File: src/rtl/uart_wb_ctrl.sv
// Wishbone-attached UART: DATA/STATUS/DIVISOR/CTRL registers, TX and RX byte FIFOs,
// and an 8x-oversampled serializer/deserializer driven by a programmable tick.

module uart_wb_fifo #(
    parameter int DEPTH = 16
) (
    input  logic       clk,
    input  logic       rst,
    input  logic       push,
    input  logic [7:0] pushData,
    input  logic       pop,
    output logic [7:0] head,
    output logic       empty,
    output logic       full
);
    localparam int AW = $clog2(DEPTH);
    localparam logic [AW:0] PTR_ONE = (AW + 1)'(1);

    logic [7:0]  mem [DEPTH];
    logic [AW:0] wrPtr;
    logic [AW:0] rdPtr;

    assign empty = (wrPtr == rdPtr);
    assign full  = (wrPtr[AW] != rdPtr[AW]) && (wrPtr[AW-1:0] == rdPtr[AW-1:0]);
    assign head  = mem[rdPtr[AW-1:0]];

    // Pointer update; the owner only pushes with room (or alongside a pop) and pops when non-empty.
    always_ff @(posedge clk or posedge rst) begin
        if (rst) begin
            wrPtr <= '0;
            rdPtr <= '0;
        end else begin
            if (push) wrPtr <= wrPtr + PTR_ONE;
            if (pop)  rdPtr <= rdPtr + PTR_ONE;
        end
    end

    // Storage write port.
    always_ff @(posedge clk) begin
        if (push) mem[wrPtr[AW-1:0]] <= pushData;
    end
endmodule

module uart_wb_ctrl #(
    parameter int FIFO_DEPTH = 16,
    parameter int DIV_RESET  = 26,
    parameter int STOP_BITS  = 2
) (
    input  logic        clk,
    input  logic        rst,
    input  logic        wb_cyc_i,
    input  logic        wb_stb_i,
    input  logic        wb_we_i,
    input  logic [1:0]  wb_adr_i,
    input  logic [31:0] wb_dat_i,
    output logic [31:0] wb_dat_o,
    output logic        wb_ack_o,
    input  logic        RxD,
    output logic        TxD,
    output logic        irq
);
    typedef enum logic [1:0] {
        TX_IDLE  = 2'd0,
        TX_START = 2'd1,
        TX_DATA  = 2'd2,
        TX_STOP  = 2'd3
    } txState_t;

    typedef enum logic [2:0] {
        RX_IDLE      = 3'd0,
        RX_START     = 3'd1,
        RX_DATA      = 3'd2,
        RX_STOP      = 3'd3,
        RX_WAIT_HIGH = 3'd4
    } rxState_t;

    localparam logic [15:0] DIV_INIT  = 16'(DIV_RESET);
    localparam logic        LAST_STOP = (STOP_BITS == 2) ? 1'b1 : 1'b0;

    logic [15:0] divisor;
    logic [15:0] tickCnt;
    logic        tick;
    logic [1:0]  ctrl;
    logic        rxOverrun;
    logic        frameErr;
    logic [31:0] readData;

    logic        access, rdAccess, wrAccess;
    logic        dataWrite, dataRead, statusRead, divWrite, ctrlWrite;

    txState_t    txState;
    logic [2:0]  txPhase;
    logic [2:0]  txBitIdx;
    logic        txStopIdx;
    logic [7:0]  txShift;
    logic        txPush, txPop, txEmpty, txFull, txIdle, txFrameEnd;
    logic [7:0]  txHead;

    rxState_t    rxState;
    logic [1:0]  rxSync;
    logic        rxBit;
    logic [2:0]  rxPhase;
    logic [2:0]  rxBitIdx;
    logic [7:0]  rxShift;
    logic        rxStopSample, rxPush, rxPop, rxEmpty, rxFull;
    logic        setOverrun, setFrameErr;
    logic [7:0]  rxHead;

    logic        unusedDat;
    assign unusedDat = ^wb_dat_i[31:16];

    assign access     = wb_cyc_i & wb_stb_i & ~wb_ack_o;
    assign rdAccess   = access & ~wb_we_i;
    assign wrAccess   = access & wb_we_i;
    assign dataWrite  = wrAccess & (wb_adr_i == 2'd0);
    assign divWrite   = wrAccess & (wb_adr_i == 2'd2);
    assign ctrlWrite  = wrAccess & (wb_adr_i == 2'd3);
    assign dataRead   = rdAccess & (wb_adr_i == 2'd0);
    assign statusRead = rdAccess & (wb_adr_i == 2'd1);

    assign tick = (tickCnt == divisor);

    // Full is judged before the serializer's pop on the same edge, so a push into a full FIFO is lost.
    assign txPush     = dataWrite & ~txFull;
    assign txFrameEnd = (txState == TX_STOP) && tick && (txPhase == 3'd7) && (txStopIdx == LAST_STOP);
    assign txPop      = ~txEmpty && ((txState == TX_IDLE) || txFrameEnd);
    assign txIdle     = txEmpty && (txState == TX_IDLE);

    assign rxBit        = rxSync[1];
    assign rxPop        = dataRead & ~rxEmpty;
    assign rxStopSample = (rxState == RX_STOP) && tick && (rxPhase == 3'd7);
    assign rxPush       = rxStopSample & rxBit & (~rxFull | rxPop);
    assign setOverrun   = rxStopSample & rxBit & rxFull & ~rxPop;
    assign setFrameErr  = rxStopSample & ~rxBit;

    uart_wb_fifo #(.DEPTH(FIFO_DEPTH)) txFifo (
        .clk(clk), .rst(rst), .push(txPush), .pushData(wb_dat_i[7:0]),
        .pop(txPop), .head(txHead), .empty(txEmpty), .full(txFull)
    );

    uart_wb_fifo #(.DEPTH(FIFO_DEPTH)) rxFifo (
        .clk(clk), .rst(rst), .push(rxPush), .pushData(rxShift),
        .pop(rxPop), .head(rxHead), .empty(rxEmpty), .full(rxFull)
    );

    // Register read multiplexer.
    always_comb begin
        readData = 32'd0;
        case (wb_adr_i)
            2'd0: begin
                if (rxEmpty) readData = 32'd0;
                else         readData = {24'd0, rxHead};
            end
            2'd1:    readData = {27'd0, frameErr, rxOverrun, txIdle, txFull, ~rxEmpty};
            2'd2:    readData = {16'd0, divisor};
            2'd3:    readData = {30'd0, ctrl};
            default: readData = 32'd0;
        endcase
    end

    // Bus handshake, writable registers, sticky flags and interrupt.
    always_ff @(posedge clk or posedge rst) begin
        if (rst) begin
            wb_ack_o  <= 1'b0;
            wb_dat_o  <= 32'd0;
            divisor   <= DIV_INIT;
            ctrl      <= 2'd0;
            rxOverrun <= 1'b0;
            frameErr  <= 1'b0;
            irq       <= 1'b0;
        end else begin
            wb_ack_o <= access;
            wb_dat_o <= rdAccess ? readData : 32'd0;
            if (divWrite)  divisor <= wb_dat_i[15:0];
            if (ctrlWrite) ctrl    <= wb_dat_i[1:0];
            if (setOverrun)      rxOverrun <= 1'b1;
            else if (statusRead) rxOverrun <= 1'b0;
            if (setFrameErr)     frameErr  <= 1'b1;
            else if (statusRead) frameErr  <= 1'b0;
            irq <= (ctrl[0] & ~rxEmpty) | (ctrl[1] & txIdle);
        end
    end

    // Free-running oversampling tick; a DIVISOR write restarts the count.
    always_ff @(posedge clk or posedge rst) begin
        if (rst)                 tickCnt <= 16'd0;
        else if (divWrite || tick) tickCnt <= 16'd0;
        else                     tickCnt <= tickCnt + 16'd1;
    end

    // Transmit serializer; a pending byte starts right after the last stop tick.
    always_ff @(posedge clk or posedge rst) begin
        if (rst) begin
            txState   <= TX_IDLE;
            txPhase   <= 3'd0;
            txBitIdx  <= 3'd0;
            txStopIdx <= 1'b0;
            txShift   <= 8'd0;
            TxD       <= 1'b1;
        end else begin
            case (txState)
                TX_IDLE: begin
                    if (txPop) begin
                        txShift <= txHead;
                        txPhase <= 3'd0;
                        txState <= TX_START;
                        TxD     <= 1'b0;
                    end
                end
                TX_START: begin
                    if (tick) begin
                        txPhase <= txPhase + 3'd1;
                        if (txPhase == 3'd7) begin
                            txState  <= TX_DATA;
                            txBitIdx <= 3'd0;
                            TxD      <= txShift[0];
                        end
                    end
                end
                TX_DATA: begin
                    if (tick) begin
                        txPhase <= txPhase + 3'd1;
                        if (txPhase == 3'd7) begin
                            if (txBitIdx == 3'd7) begin
                                txState   <= TX_STOP;
                                txStopIdx <= 1'b0;
                                TxD       <= 1'b1;
                            end else begin
                                txBitIdx <= txBitIdx + 3'd1;
                                txShift  <= {1'b0, txShift[7:1]};
                                TxD      <= txShift[1];
                            end
                        end
                    end
                end
                TX_STOP: begin
                    if (tick) begin
                        txPhase <= txPhase + 3'd1;
                        if (txPhase == 3'd7) begin
                            if (txStopIdx != LAST_STOP) begin
                                txStopIdx <= 1'b1;
                            end else if (txPop) begin
                                txShift <= txHead;
                                txState <= TX_START;
                                TxD     <= 1'b0;
                            end else begin
                                txState <= TX_IDLE;
                            end
                        end
                    end
                end
                default: begin
                    txState <= TX_IDLE;
                    TxD     <= 1'b1;
                end
            endcase
        end
    end

    // Receive deserializer: start validated mid-bit, then one sample every 8 ticks.
    always_ff @(posedge clk or posedge rst) begin
        if (rst) begin
            rxSync   <= 2'b11;
            rxState  <= RX_IDLE;
            rxPhase  <= 3'd0;
            rxBitIdx <= 3'd0;
            rxShift  <= 8'd0;
        end else begin
            rxSync <= {rxSync[0], RxD};
            case (rxState)
                RX_IDLE: begin
                    if (!rxBit) begin
                        rxState <= RX_START;
                        rxPhase <= 3'd0;
                    end
                end
                RX_START: begin
                    if (tick) begin
                        rxPhase <= rxPhase + 3'd1;
                        if (rxPhase == 3'd3) begin
                            if (rxBit) begin
                                rxState <= RX_IDLE;
                            end else begin
                                rxState  <= RX_DATA;
                                rxPhase  <= 3'd0;
                                rxBitIdx <= 3'd0;
                            end
                        end
                    end
                end
                RX_DATA: begin
                    if (tick) begin
                        rxPhase <= rxPhase + 3'd1;
                        if (rxPhase == 3'd7) begin
                            rxShift  <= {rxBit, rxShift[7:1]};
                            rxBitIdx <= rxBitIdx + 3'd1;
                            if (rxBitIdx == 3'd7) rxState <= RX_STOP;
                        end
                    end
                end
                RX_STOP: begin
                    if (tick) begin
                        rxPhase <= rxPhase + 3'd1;
                        if (rxPhase == 3'd7) rxState <= rxBit ? RX_IDLE : RX_WAIT_HIGH;
                    end
                end
                RX_WAIT_HIGH: begin
                    if (rxBit) rxState <= RX_IDLE;
                end
                default: rxState <= RX_IDLE;
            endcase
        end
    end
endmodule
File: config.mk
export PLATFORM = sky130hd
export DESIGN_NAME = uart_wb_ctrl
export DESIGN_NICKNAME = d
export VERILOG_FILES = /design/src/rtl/uart_wb_ctrl.sv
export SDC_FILE = /design/constraint.sdc
export NUM_CORES = 1
export LEC_CHECK = 0
export BUFFER_PORTS_ARGS = -buffer_cell sky130_fd_sc_hd__buf_4
export CAP_MARGIN = 10
export CORE_MARGIN = 2
export CORE_UTILIZATION = 55
export DETAILED_ROUTE_END_ITERATION = 8
export GPL_TIMING_DRIVEN = 1
export PLACE_DENSITY = 0.73
export SETUP_SLACK_MARGIN = 0.3
export SYNTH_ARGS = -nofsm -noshare
export SYNTH_HDL_FRONTEND = slang
export SYNTH_HIERARCHICAL = 1
export SYNTH_SLANG_ARGS = --single-unit
File: constraint.sdc
create_clock -name clk -period 5.75 [get_ports clk]
set_input_delay 0.575 -clock clk [delete_from_list [all_inputs] [get_ports clk]]
set_output_delay 0.575 -clock clk [all_outputs]
set_load 0.05 [all_outputs]
## Yosys cells after proc, flatten, opt, wreduce, memory -nomap -nowiden

Memories as Yosys holds them, arrays and structs flattened.
Cells that the tools add are included.

| storage, ports and cells | value |
|---|---|
| register bits | 127 |
| bits in latches | 0 |
| memory bits (writable) | 256 |
| bits in read-only memories | 0 |
| output and inout port bits | 35 |
| memories kept | 2 |

Memories:

| name | depth | bits a word | rd ports | clocked after memory_dff | wr ports | RTL line | RTL |
|---|---|---|---|---|---|---|---|
| rxFifo.mem | 16 | 8 | 1 | 0 | 1 | 19 | `logic [7:0] mem [DEPTH];` |
| txFifo.mem | 16 | 8 | 1 | 0 | 1 | 19 |  |

| operators by class | value |
|---|---|
| add/subtract/negate cells | 9 |
| multiply operators | 0 |
| div/mod/pow operators | 0 |
| $lt $le $gt $ge | 0 |
| equal/unequal tests | 44 |
| shift-type cells | 0 |
| muxes and demuxes | 78 |
| bitwise logic cells | 28 |
| reduce and logical (&&, ||, !) cells | 33 |

Operators with widths:

| kind | number |
|---|---|
| 32-bit one-hot mux with 4 select lines | 1 |
| 3-bit 2-to-1 mux | 26 |
| 8-bit 2-to-1 mux | 8 |
| 2-bit inequality test, second input constant | 17 |
| 32-bit 2-to-1 mux | 1 |
| 8-bit one-hot mux with 3 select lines | 1 |
| 1-bit 2-to-1 mux | 22 |
| 5-bit by 1-bit adder with 5-bit output, second input constant | 4 |
| 2-bit 2-to-1 mux | 10 |
| 1-bit bitwise AND | 18 |
| 3-bit one-hot mux with 2 select lines | 3 |
| 6-bit AND reduction | 3 |
| 9-bit AND reduction | 2 |
| 16-bit by 1-bit adder with 16-bit output, second input constant | 1 |
| 16-bit == test | 1 |
| 16-bit 2-to-1 mux | 1 |
| 3-bit == test, second input constant | 5 |
| 3-bit one-hot mux with 5 select lines | 1 |
| 7-bit AND reduction | 2 |
| 3-bit by 1-bit adder with 3-bit output, second input constant | 4 |
| 5-bit == test | 2 |
| 2-bit by 1-bit inequality test with 1-bit output, second input constant | 5 |
| 2-bit nonzero test | 5 |
| 3-bit by 2-bit == test with 1-bit output, second input constant | 3 |
| other kinds (21) | 46 |

## Longest topological paths before layout

Gate-level depths: netlist of run 1.

| depth | value |
|---|---|
| depth in word-level cells | 11 |
| depth in mapped cells | 12 |
| gate-level depth less buffers | 9 |

## Modules after synthesis

The synthesis of run 1 kept the hierarchy.

By module, submodules not included:

| module | times used | cells an instance | area an instance (µm²) |
|---|---|---|---|
| uart_wb_fifo (txFifo) | 1 | 283 | 5607.9 |
| uart_wb_fifo (rxFifo) | 1 | 282 | 5595.4 |
| uart_wb_ctrl | 1 | 442 | 4663.2 |

## Worst setup path before layout of run 1

Ideal clock, no wire load.

| path | value |
|---|---|
| kind | register -> register |
| start point | register tickCnt[5] |
| end point | memory rxFifo.mem[3][0] (enable) |
| data arrival time | 2833 ps |
| path slack | 2586 ps |
| stages on the path, launching flop included | 11 |
| period minus slack after synthesis | 3164 ps |
| cells stage by stage | dfrtp_1 -> xor2_1 -> nor4_2 -> and4_2 -> buf_2 -> nand4_1 -> or2_2 -> a21oi_1 -> clkbuf_1 -> nor3b_1 -> and2_1 |

| on the way | value |
|---|---|
| longest elaborated chain between the ends | 7 |

Ends and longest elaborated chain:

| element | RTL line | RTL |
|---|---|---|
| start: declaration | 81 | `logic [15:0] tickCnt;` |
| start signal: assignment | 188 | `else tickCnt <= tickCnt + 16'd1;` |
| 16-bit == test | 121 | `assign tick = (tickCnt == divisor);` |
| 1-bit logical AND (2 in series) | 131 | `assign rxStopSample = (rxState == RX_STOP) && tick && (rxPhase == 3'd7);` |
| 1-bit bitwise AND (2 in series) | 132 | `assign rxPush = rxStopSample & rxBit & (~rxFull \| rxPop);` |
| named net rxPush | 105 | `logic rxStopSample, rxPush, rxPop, rxEmpty, rxFull;` |
| 1-bit 2-to-1 mux | 40 | `if (push) mem[wrPtr[AW-1:0]] <= pushData;` |
| 1-bit 2-to-1 mux (implied by the code) | 40 |  |
| end: declaration | 19 |  |

The timed path passes the listed nets, and every way through them passes these cells.

## Worst setup path in the final report of run 1

| path | value |
|---|---|
| start point | register tickCnt[5] |
| end point | memory rxFifo.mem[3][1] (enable) |

The elaborated chain is that of the path after synthesis.

==> results of run 1 <==
[flip-flops by register name, summed over array words and instances (netlist names), 5 cells and up]
register,flops
rxShift,8
rxFifo/wrPtr,5
txFifo/mem,128
rxFifo/rdPtr,5
rxFifo/mem,128
divisor,16
txFifo/wrPtr,5
txFifo/rdPtr,5
txShift,8
tickCnt,16
wb_dat_o,16
[placed cells by master (no fill, tap or decap), drive strengths merged, types with 21 or more instances in the layout]
master | synthesis | layout
nor2 | 42 | 42
a22oi | 21 | 21
mux4 | 48 | 48
nand2 | 50 | 50
inv | 26 | 28
and2 | 44 | 44
xor2 | 28 | 28
ha | 28 | 28
mux2 | 32 | 32
o21ai | 43 | 43
xnor2 | 25 | 25
buf | 43 | 50
clkbuf | 18 | 54
mux2i | 51 | 51
dfrtp | 105 | 105
edfxtp | 256 | 256
[power by group]
group | switching (uW) | internal (uW) | leakage, uW
Combinational | 1030 | 785 | 0.00232
Sequential | 173 | 2980 | 0.00391
Clock | 1010 | 1390 | 0.000610
[cell families after synthesis]
family                     count (synthesis)
other                                      1
DFF                                      367
muxes                                    131
and+or+nand+nor                          201
AOI/OAI and AO/OA                        139
buffers and inverters                     87
xor gates and xnor gates                  53
adders and majority gates                 28
[how the worst min path moves through the flow]
stage                         from                           to  slack (ns)  cells past startpoint
3_5_place_dp   rxSync[0]$_DFF_PP1_          rxSync[1]$_DFF_PP1_        0.35                      0
6_report                       rst  rxFifo/wrPtr[0]$_DFFE_PP0P_        0.07                      2
5_1_grt                        rst  rxFifo/wrPtr[4]$_DFFE_PP0P_         0.1                      2
3_3_place_gp   rxSync[0]$_DFF_PP1_          rxSync[1]$_DFF_PP1_        0.35                      0
4_1_cts                        rst  rxFifo/rdPtr[0]$_DFFE_PP0P_        0.07                      2
2_1_floorplan  rxSync[0]$_DFF_PP1_          rxSync[1]$_DFF_PP1_        0.35                      0
[through the flow]
| step | hold WS, ns | cells | power (uW) | setup WS [ns] |
|---|---|---|---|---|
| after CTS | 0.06636 | 1466 | 7424 | 2.007 |
| after global placement | 0.3483 | 1394 | 4984 | 2.073 |
| final | 0.07180 | 1467 | 7373 | 1.941 |
| after floorplan | 0.3452 | 1022 | 4614 | 2.586 |
| after detailed placement | 0.3475 | 1394 | 5014 | 2.008 |
| after global routing | 0.09868 | 1467 | 7705 | 1.665 |
[routing by layer]
layer	GRT usage (%)	wire [um]	part of all wire (%)	vias up
li1	-	-	-	3922
met1	28.32	12970	42	4377
met2	35.11	15490	50	231
met3	3.706	1594	5.2	56
met4	6.092	793	2.6	0
met5	0	0	0	-
[layout make-up]
class,instances,area [um2]
Clock buffer,54,1092
Sequential cell,367,10480
Fill cell,2120,10890
Tap cell,384,480.5
Timing Repair Buffer,50,375.4
Multi-Input combinational cell,568,4970
Clock inverter,18,165.2
Inverter,26,100.1
==> results.py, run 1 <==
metrics = {
    "status": {
        "status": "complete, no violations",
    },
    "cts": {
        "ctsResizeCount": 0,
        "numCtsBuffers": 39,
        "htree_levels": 2,
        "root_buffer": "clkbuf_16",
        "cts_tree": "yes",
        "ctsHoldBuffers": 0,
        "clkSlewWorstSetupHoldPaths_ns": 0.06,
        "clk_path_buf_depth": 3,
        "cts_setup_buffers": 0,
        "worstSkewPairLatency_ns": 0.54,
        "cts.sinks": 367,
    },
    "sta": {
        "slew_headroom_pct": 46.46,
        "max_slew.worst_pin.slew_ns": 0.8002,
        "rsz0062_at_grt": "false",
        "slew_violations": 0,
        "max_freq_mhz": 262.5,
        "fin_crit_sh_pct": 66.24,
        "final_hold_viol_count": 0,
        "period_minus_slack_ns": 3.809,
        "finalSetupViolCount": 0,
        "fin_worst_skew_ns": 0.01947,
        "fin_tns_setup_ns": 0,
    },
    "power_and_ir_drop": {
        "pwr_density_cell_nw_per_um2": 417.6,
        "vdd_drop_max_mv": 0.2850,
        "p_leak_uw": 0.006838,
    },
    "final_layout": {
        "final_area_um2": 17660,
        "nNetsFinal": 1120,
        "layout-drive-gt1-share_pct": 16.81,
        "areaGrowthSynthToFinish_pct": 11.29,
        "final_util_pct": 61.86,
        "antennaDiodeCount": 0,
    },
    "logic_synthesis": {
        "netlist_area_um2": 15870,
        "yosysTopAreaCellShare_pct": 48.45,
        "synthMuxAreaShare_pct": 12.96,
        "yosys.area_share.adder_pct": 2.208,
        "yosys.area_share.simple_pct": 6.790,
        "synth_compound_area_share_pct": 6.056,
        "yosys-top-cells-count": "edfxtp_1, dfrtp_1, mux2i_1, nand2_1, and2_1",
        "synth_seq_cells": 367,
        "syn_inst": 1007,
        "synthTopCellsByArea": "edfxtp_1, dfrtp_1, mux4_1",
        "synth_top_family_by_area": "multiplexers",
        "synth_area_per_cell_um2": 15.76,
        "synth-async-reset-ratio_pct": 30.25,
        "synth_top_area_cell": "edfxtp_1",
        "seq_area_frac_synth_pct": 66.00,
        "yosysMostFrequentCell": "edfxtp_1",
        "synth_xor_xnor_area_share_pct": 2.926,
        "yosys_warnings": 6,
        "ys_types": 60,
        "synth-main-ff-cell": "edfxtp_1",
        "synth-edff-count": 256,
    },
    "critical_path": {
        "crit_type": "reg -> reg",
        "cp-end-kind": "flip-flop",
        "critPathMaxFanout": 13,
        "cpPeakStageDelay_ns": 0.56,
        "crit_family": "simple AND/OR/NAND/NOR gates",
        "endpoint": "rxFifo/mem[3][1]$_DFFE_PP_",
        "required_ns": 5.93,
        "reg2reg_slack_ns": 1.94,
        "rr_worst_depth": 8,
        "crit_cells": 8,
        "reg2reg_to": "rxFifo/mem[3][1]$_DFFE_PP_",
        "startpoint": "tickCnt[5]$_DFF_PP0_",
        "r2r-start": "tickCnt[5]$_DFF_PP0_",
        "cp_data_arrival_time_ns": 3.98,
        "crit_buf_inv": 0,
        "cp_slowest_cell": "a21oi_1",
        "start_kind": "flip-flop",
        "worstPathCellList": "xor2_1, nor4_2, and4_2, nand4_1, or2_2, a21oi_1, nor3b_1, and2_1",
    },
    "floorplanning": {
        "start_util_pct": 55.58,
        "fp.coreArea_um2": 28550,
        "fp.dieArea_um2": 30220,
        "io_pins": 75,
        "rows": 62,
        "die_width_um": 173.8,
        "dieHeight_um": 173.8,
    },
    "global_route": {
        "grt_pass1_wl_um": 48750,
        "gr-total-overflow": 0,
        "track_usage_pct": 20.92,
        "grt_max_degree": 59,
        "antenna_found_initial": 0,
        "grt_pass1_vias": 8596,
    },
    "detailed_routing": {
        "drc": 0,
        "drt-initial-drc-count": 744,
        "viasPerCell": 5.853,
        "dr.pass1.iters": 5,
        "vias": 8586,
        "wl_per_cell_um": 21.03,
        "ant_nets": 0,
        "wirelength_um": 30850,
    },
    "placement": {
        "placed_cell_area_um2": 16390,
        "place_congestion": 0.7998,
        "io_buffers": 42,
        "dpl.hpwl_um": 19940,
    },
    "hold_path": {
        "hp-class": "in -> async",
    },
    "flow_run": {
        "cap_viol_max_count": 0,
    },
}
No activity file was read; power rests on OpenSTA's default activity.
==> run 2, diff against run 1 <==
--- a/config.mk
+++ b/config.mk
@@ -11,7 +11,7 @@
 export CORE_UTILIZATION = 55
 export DETAILED_ROUTE_END_ITERATION = 8
 export GPL_TIMING_DRIVEN = 1
-export PLACE_DENSITY = 0.73
+export PLACE_DENSITY = 0.75
 export SETUP_SLACK_MARGIN = 0.3
 export SYNTH_ARGS = -nofsm -noshare
 export SYNTH_HDL_FRONTEND = slang
==> constraint.sdc (replaced) <==
create_clock -name clk -period 3.3 [get_ports clk]
set_input_delay 0.33 -clock clk [delete_from_list [all_inputs] [get_ports clk]]
set_output_delay 0.33 -clock clk [all_outputs]
set_load 0.05 [all_outputs]
==> results.py, run 2 (same netlist as run 1, synthesis figures left out) <==
metrics = {
    "power_and_ir_drop": {
        "total_power_uw": 12910,
        "vdd_drop_max_mv": 0.4863,
        "p_leak_uw": 0.006920,
        "pwr_density_cell_nw_per_um2": 724.0,
    },
    "final_layout": {
        "final_area_um2": 17840,
        "nFillCells": 2073,
        "nNetsFinal": 1135,
        "final_cell_mix": "edfxtp_1, dfrtp_1, buf_4",
        "seqCellArea_um2": 10480,
        "areaGrowthSynthToFinish_pct": 12.41,
        "multi_input_area_um2": 5027,
        "layout-drive-gt1-share_pct": 19.09,
        "antennaDiodeCount": 0,
        "final_common_cell": "edfxtp_1",
    },
    "sta": {
        "layout_setup_ws_ns": 0.4301,
        "slew_headroom_pct": 19.90,
        "period_minus_slack_ns": 2.870,
        "slew_violations": 0,
        "max_freq_mhz": 348.4,
        "fin_tns_setup_ns": 0,
        "finalSetupViolCount": 0,
        "fin_crit_sh_pct": 86.97,
        "fin_worst_skew_ns": 0.03208,
        "max_slew.worst_pin.slew_ns": 1.193,
        "final_hold_viol_count": 0,
        "rsz0062_at_grt": "false",
    },
    "critical_path": {
        "reg2reg_to": "rxFifo/mem[3][2]$_DFFE_PP_",
        "cp_data_arrival_time_ns": 3.11,
        "start_kind": "flip-flop",
        "cp-end-kind": "flip-flop",
        "reg2reg_slack_ns": 0.43,
        "cpPeakStageDelay_ns": 0.57,
        "critPathMaxFanout": 8,
        "rr_worst_depth": 9,
        "cp_slowest_cell": "dfstp_2",
        "worstPathCellList": "xor2_1, nor4_4, and4_4, nand4_1, or2_2, a21oi_1, buf_4, nor3b_4, and2_4",
        "required_ns": 3.54,
        "endpoint": "rxFifo/mem[3][2]$_DFFE_PP_",
        "startpoint": "divisor[3]$_DFFE_PP1P_",
        "r2r-start": "divisor[3]$_DFFE_PP1P_",
        "crit_type": "reg -> reg",
    },
    "floorplanning": {
        "fp.dieArea_um2": 30220,
        "io_pins": 75,
        "die_width_um": 173.8,
        "start_util_pct": 55.58,
        "rows": 62,
        "dieHeight_um": 173.8,
        "fp.coreArea_um2": 28550,
    },
    "detailed_routing": {
        "wl_per_cell_um": 21.86,
        "wirelength_um": 32330,
        "viasPerCell": 5.841,
        "dr.pass1.iters": 6,
        "drc": 0,
        "ant_nets": 0,
        "vias": 8639,
        "drt-initial-drc-count": 806,
    },
    "cts": {
        "cts_tree": "yes",
        "numCtsBuffers": 38,
        "worstSkewPairLatency_ns": 0.53,
        "htree_levels": 2,
        "root_buffer": "clkbuf_16",
        "clkSlewWorstSetupHoldPaths_ns": 0.06,
        "clk_path_buf_depth": 3,
        "cts.sinks": 367,
    },
    "placement": {
        "io_buffers": 42,
        "place_congestion": 0.8024,
        "placed_cell_area_um2": 16490,
        "dpl.hpwl_um": 20950,
        "preCtsSetupSlack_ns": 0.1942,
    },
    "flow_run": {
        "cap_viol_max_count": 0,
    },
    "global_route": {
        "grt_pass1_wl_um": 50120,
        "grt_max_degree": 44,
        "track_usage_pct": 21.60,
        "antenna_found_initial": 0,
        "gr-total-overflow": 0,
        "grt_pass1_vias": 8943,
    },
    "status": {
        "status": "complete, no violations",
    },
    "hold_path": {
        "hp-class": "in -> reg",
    },
}
## run 2: changes by cell type in the layout (fill, tap and decap cells not counted), sizes merged
cell / delta
buf: +14
clkbuf: -7
clkinv: +4
bufinv: +3
clkinvlp: -3
dlygate4sd3: +2
inv: -1
## run 2: per-stage QoR
step | hold slack (ns) | std cells | utilization [%]
floorplan | 0.1702 | 1022 | -
global placement | 0.3479 | 1405 | 57.75
detailed placement | 0.3481 | 1405 | 57.75
CTS | 0.04003 | 1475 | 62.29
global route | 0.04674 | 1479 | 62.48
finish | 0.04912 | 1479 | 62.48
## run 2: layer usage
layer / share of wire, % / vias to the layer above / wire, um / global-route usage (%)
met5: 0 / - / 0 / 0
met1: 41 / 4445 / 13340 / 28.16
met4: 2.2 / 0 / 709 / 6.338
met2: 52 / 214 / 16760 / 37.65
li1: - / 3929 / - / -
met3: 4.7 / 51 / 1513 / 3.509
## run 2: layout make-up
cell class / count / share of cell area (%)
flip-flops and latches: 367 / 58.73
multi-input cells: 568 / 28.19
clock buffers: 47 / 5.752
repair buffers: 66 / 2.806
well taps: 384 / 2.694
clock inverters: 21 / 1.270
inverters: 26 / 0.5612
## run 2: critical path, delay by kind of cell (launching register included)
| kind | cells | cell delay (ns) |
|---|---|---|
| flip-flops | 1 | 0.57 |
| AO/OA/AOI/OAI | 1 | 0.13 |
| AND/OR/NAND/NOR | 6 | 1.60 |
| buffers and inverters | 1 | 0.18 |
| XOR/XNOR | 1 | 0.12 |
## run 2: worst min path at each step
| stage | startpoint | endpoint | slack, ns | depth (start not counted) |
|---|---|---|---|---|
| 2_1_floorplan | rst | rxFifo/rdPtr[0]$_DFFE_PP0P_ | 0.17 | 1 |
| 3_3_place_gp | rxSync[0]$_DFF_PP1_ | rxSync[1]$_DFF_PP1_ | 0.35 | 0 |
| 3_5_place_dp | rxSync[0]$_DFF_PP1_ | rxSync[1]$_DFF_PP1_ | 0.35 | 0 |
| 4_1_cts | wb_dat_i[14] | divisor[14]$_DFFE_PP0P_ | 0.04 | 2 |
| 5_1_grt | wb_dat_i[14] | divisor[14]$_DFFE_PP0P_ | 0.05 | 2 |
| 6_report | wb_dat_i[14] | divisor[14]$_DFFE_PP0P_ | 0.05 | 2 |
## run 2: power breakdown
part	leakage (uW)	internal, uW	switching (uW)
sequential	0.00389	5190	288
combinational	0.00241	1390	1790
clock	0.000615	2530	1720
total	0.00692	9120	3800
## run 2: repair_timing
| action | CTS | global route |
|---|---|---|
| pin swaps | 0 | 2 |
| hold endpoints to repair | 53 | 0 |
| hold buffers | 2 | 0 |
| buffers inserted | 0 | 4 |
| gates resized for setup | 16 | 13 |
| setup endpoints to repair | 96 | 129 |
==> run 3, diff against run 2 <==
--- a/config.mk
+++ b/config.mk
@@ -11,6 +11,8 @@
 export CORE_UTILIZATION = 55
 export DETAILED_ROUTE_END_ITERATION = 8
 export GPL_TIMING_DRIVEN = 1
+export HOLD_SLACK_MARGIN = 0.05
+export MAX_ROUTING_LAYER = met4
 export PLACE_DENSITY = 0.75
 export SETUP_SLACK_MARGIN = 0.3
 export SYNTH_ARGS = -nofsm -noshare
==> results.py, run 3 (same netlist as run 1, synthesis figures left out) <==
metrics = {
    "sta": {
        "max_slew.worst_pin.slew_ns": 1.225,
        "rsz0062_at_grt": "false",
        "fin_worst_skew_ns": 0.03339,
        "max_freq_mhz": 347.7,
        "finalSetupViolCount": 0,
        "fin_crit_sh_pct": 87.16,
        "slew_headroom_pct": 17.81,
        "layout_setup_ws_ns": 0.4236,
        "fin_tns_setup_ns": 0,
        "final_hold_viol_count": 0,
        "slew_violations": 0,
        "period_minus_slack_ns": 2.876,
    },
    "detailed_routing": {
        "wl_per_cell_um": 21.77,
        "vias": 8646,
        "dr.pass1.iters": 5,
        "drt-initial-drc-count": 830,
        "wirelength_um": 32330,
        "drc": 0,
        "ant_nets": 0,
        "viasPerCell": 5.822,
    },
    "placement": {
        "preCtsSetupSlack_ns": 0.1942,
        "io_buffers": 42,
        "dp.cells": 1405,
        "dpl.hpwl_um": 20950,
        "place_congestion": 0.8164,
    },
    "hold_path": {
        "worstHoldStart": "wb_dat_i[9]",
        "whs_path_depth": 2,
        "worstHoldEndpoint": "divisor[9]$_DFFE_PP0P_",
        "hp-class": "in -> reg",
    },
    "cts": {
        "cts.sinks": 367,
        "root_buffer": "clkbuf_16",
        "numCtsBuffers": 38,
        "htree_levels": 2,
        "cts_tree": "yes",
        "clkSlewWorstSetupHoldPaths_ns": 0.06,
        "clk_path_buf_depth": 3,
        "worstSkewPairLatency_ns": 0.53,
    },
    "final_layout": {
        "final_common_cell": "edfxtp_1",
        "areaGrowthSynthToFinish_pct": 12.79,
        "fin_cells": 1485,
        "layout-drive-gt1-share_pct": 18.98,
        "final_util_pct": 62.69,
        "antennaDiodeCount": 0,
        "final_cell_mix": "edfxtp_1, dfrtp_1, buf_4",
        "nNetsFinal": 1141,
        "nFillCells": 2059,
    },
    "critical_path": {
        "reg2reg_to": "rxFifo/mem[12][2]$_DFFE_PP_",
        "crit_family": "simple AND/OR/NAND/NOR gates",
        "crit_type": "reg -> reg",
        "crit_buf_inv": 1,
        "cp_slowest_cell": "dfstp_2",
        "rr_worst_depth": 9,
        "critPathMaxFanout": 8,
        "cp_data_arrival_time_ns": 3.08,
        "start_kind": "flip-flop",
        "cp-end-kind": "flip-flop",
        "reg2reg_slack_ns": 0.42,
        "required_ns": 3.50,
        "cpPeakStageDelay_ns": 0.57,
        "r2r-start": "divisor[3]$_DFFE_PP1P_",
        "worstPathCellList": "xor2_1, nor4_4, and4_4, nand4_1, or2_2, a21oi_1, buf_4, and3_1, and2_2",
    },
    "power_and_ir_drop": {
        "p_leak_uw": 0.006945,
        "pwr_density_cell_nw_per_um2": 721.6,
        "vdd_drop_max_mv": 0.4864,
    },
    "floorplanning": {
        "die_width_um": 173.8,
        "fp.coreArea_um2": 28550,
        "start_util_pct": 55.58,
        "io_pins": 75,
        "rows": 62,
        "dieHeight_um": 173.8,
        "fp.dieArea_um2": 30220,
    },
    "status": {
        "status": "complete, no violations",
    },
    "global_route": {
        "gr-total-overflow": 0,
        "grt_pass1_wl_um": 50350,
        "grt_max_degree": 44,
        "track_usage_pct": 22.37,
        "antenna_found_initial": 0,
        "grt_pass1_vias": 8937,
    },
    "flow_run": {
        "cap_viol_max_count": 0,
    },
}
run 3: metal layers:
metal	part of all wire [%]	track usage, %	wire length [um]	up-vias
met1	41	28.28	13390	4434
met2	52	37.83	16790	214
met4	2.2	6.338	727	0
met3	4.4	3.509	1422	56
met5	0	-	0	-
li1	-	-	-	3942
run 3: timing repair:
action                     4_1_cts  5_1_grt
gates cloned                     0        0
setup buffers                    0        4
pin swaps                        0        2
setup endpoints to repair       96      129
gates resized for setup         16       13
hold endpoints to repair        58        1
hold buffers                     7        1
run 3: layout make-up:
class                      count  area [um2]  share of cell area [%]
inverter                      26       100.1                  0.5593
multi-input combinational    568        5027                   28.09
tap                          384       480.5                   2.685
clock buffer                  47        1026                   5.733
sequential                   367       10480                   58.53
clock inverter                21       226.5                   1.265
timing repair buffer          72       560.5                   3.132
run 3: stage by stage:
step | power (uW) | hold slack, ns | area [um2]
after floorplan | 8029 | 0.1702 | 15940
after detailed placement | 8719 | 0.3481 | 16490
final | 12910 | 0.07656 | 17900
after global placement | 8644 | 0.3479 | 16490
after global routing | 13450 | 0.06645 | 17900
after CTS | 12990 | 0.05003 | 17830
run 3: worst max-delay path by stage:
stage	start	endpoint	slack, ns	cells after the start
finish	divisor[3]$_DFFE_PP1P_	rxFifo/mem[12][2]$_DFFE_PP_	0.42	9
global route	divisor[3]$_DFFE_PP1P_	rxFifo/mem[2][3]$_DFFE_PP_	0.29	9
CTS	tickCnt[9]$_DFF_PP0_	rxFifo/mem[1][2]$_DFFE_PP_	0.30	9
detailed placement	tickCnt[9]$_DFF_PP0_	rxFifo/mem[6][7]$_DFFE_PP_	0.19	10
global placement	tickCnt[9]$_DFF_PP0_	rxFifo/mem[6][1]$_DFFE_PP_	0.24	10
floorplan	tickCnt[5]$_DFF_PP0_	rxFifo/mem[7][0]$_DFFE_PP_	0.31	11
run 3: power by group:
part | switching, uW | internal (uW)
Clock | 1720 | 2530
Sequential | 287 | 5190
Combinational | 1790 | 1390
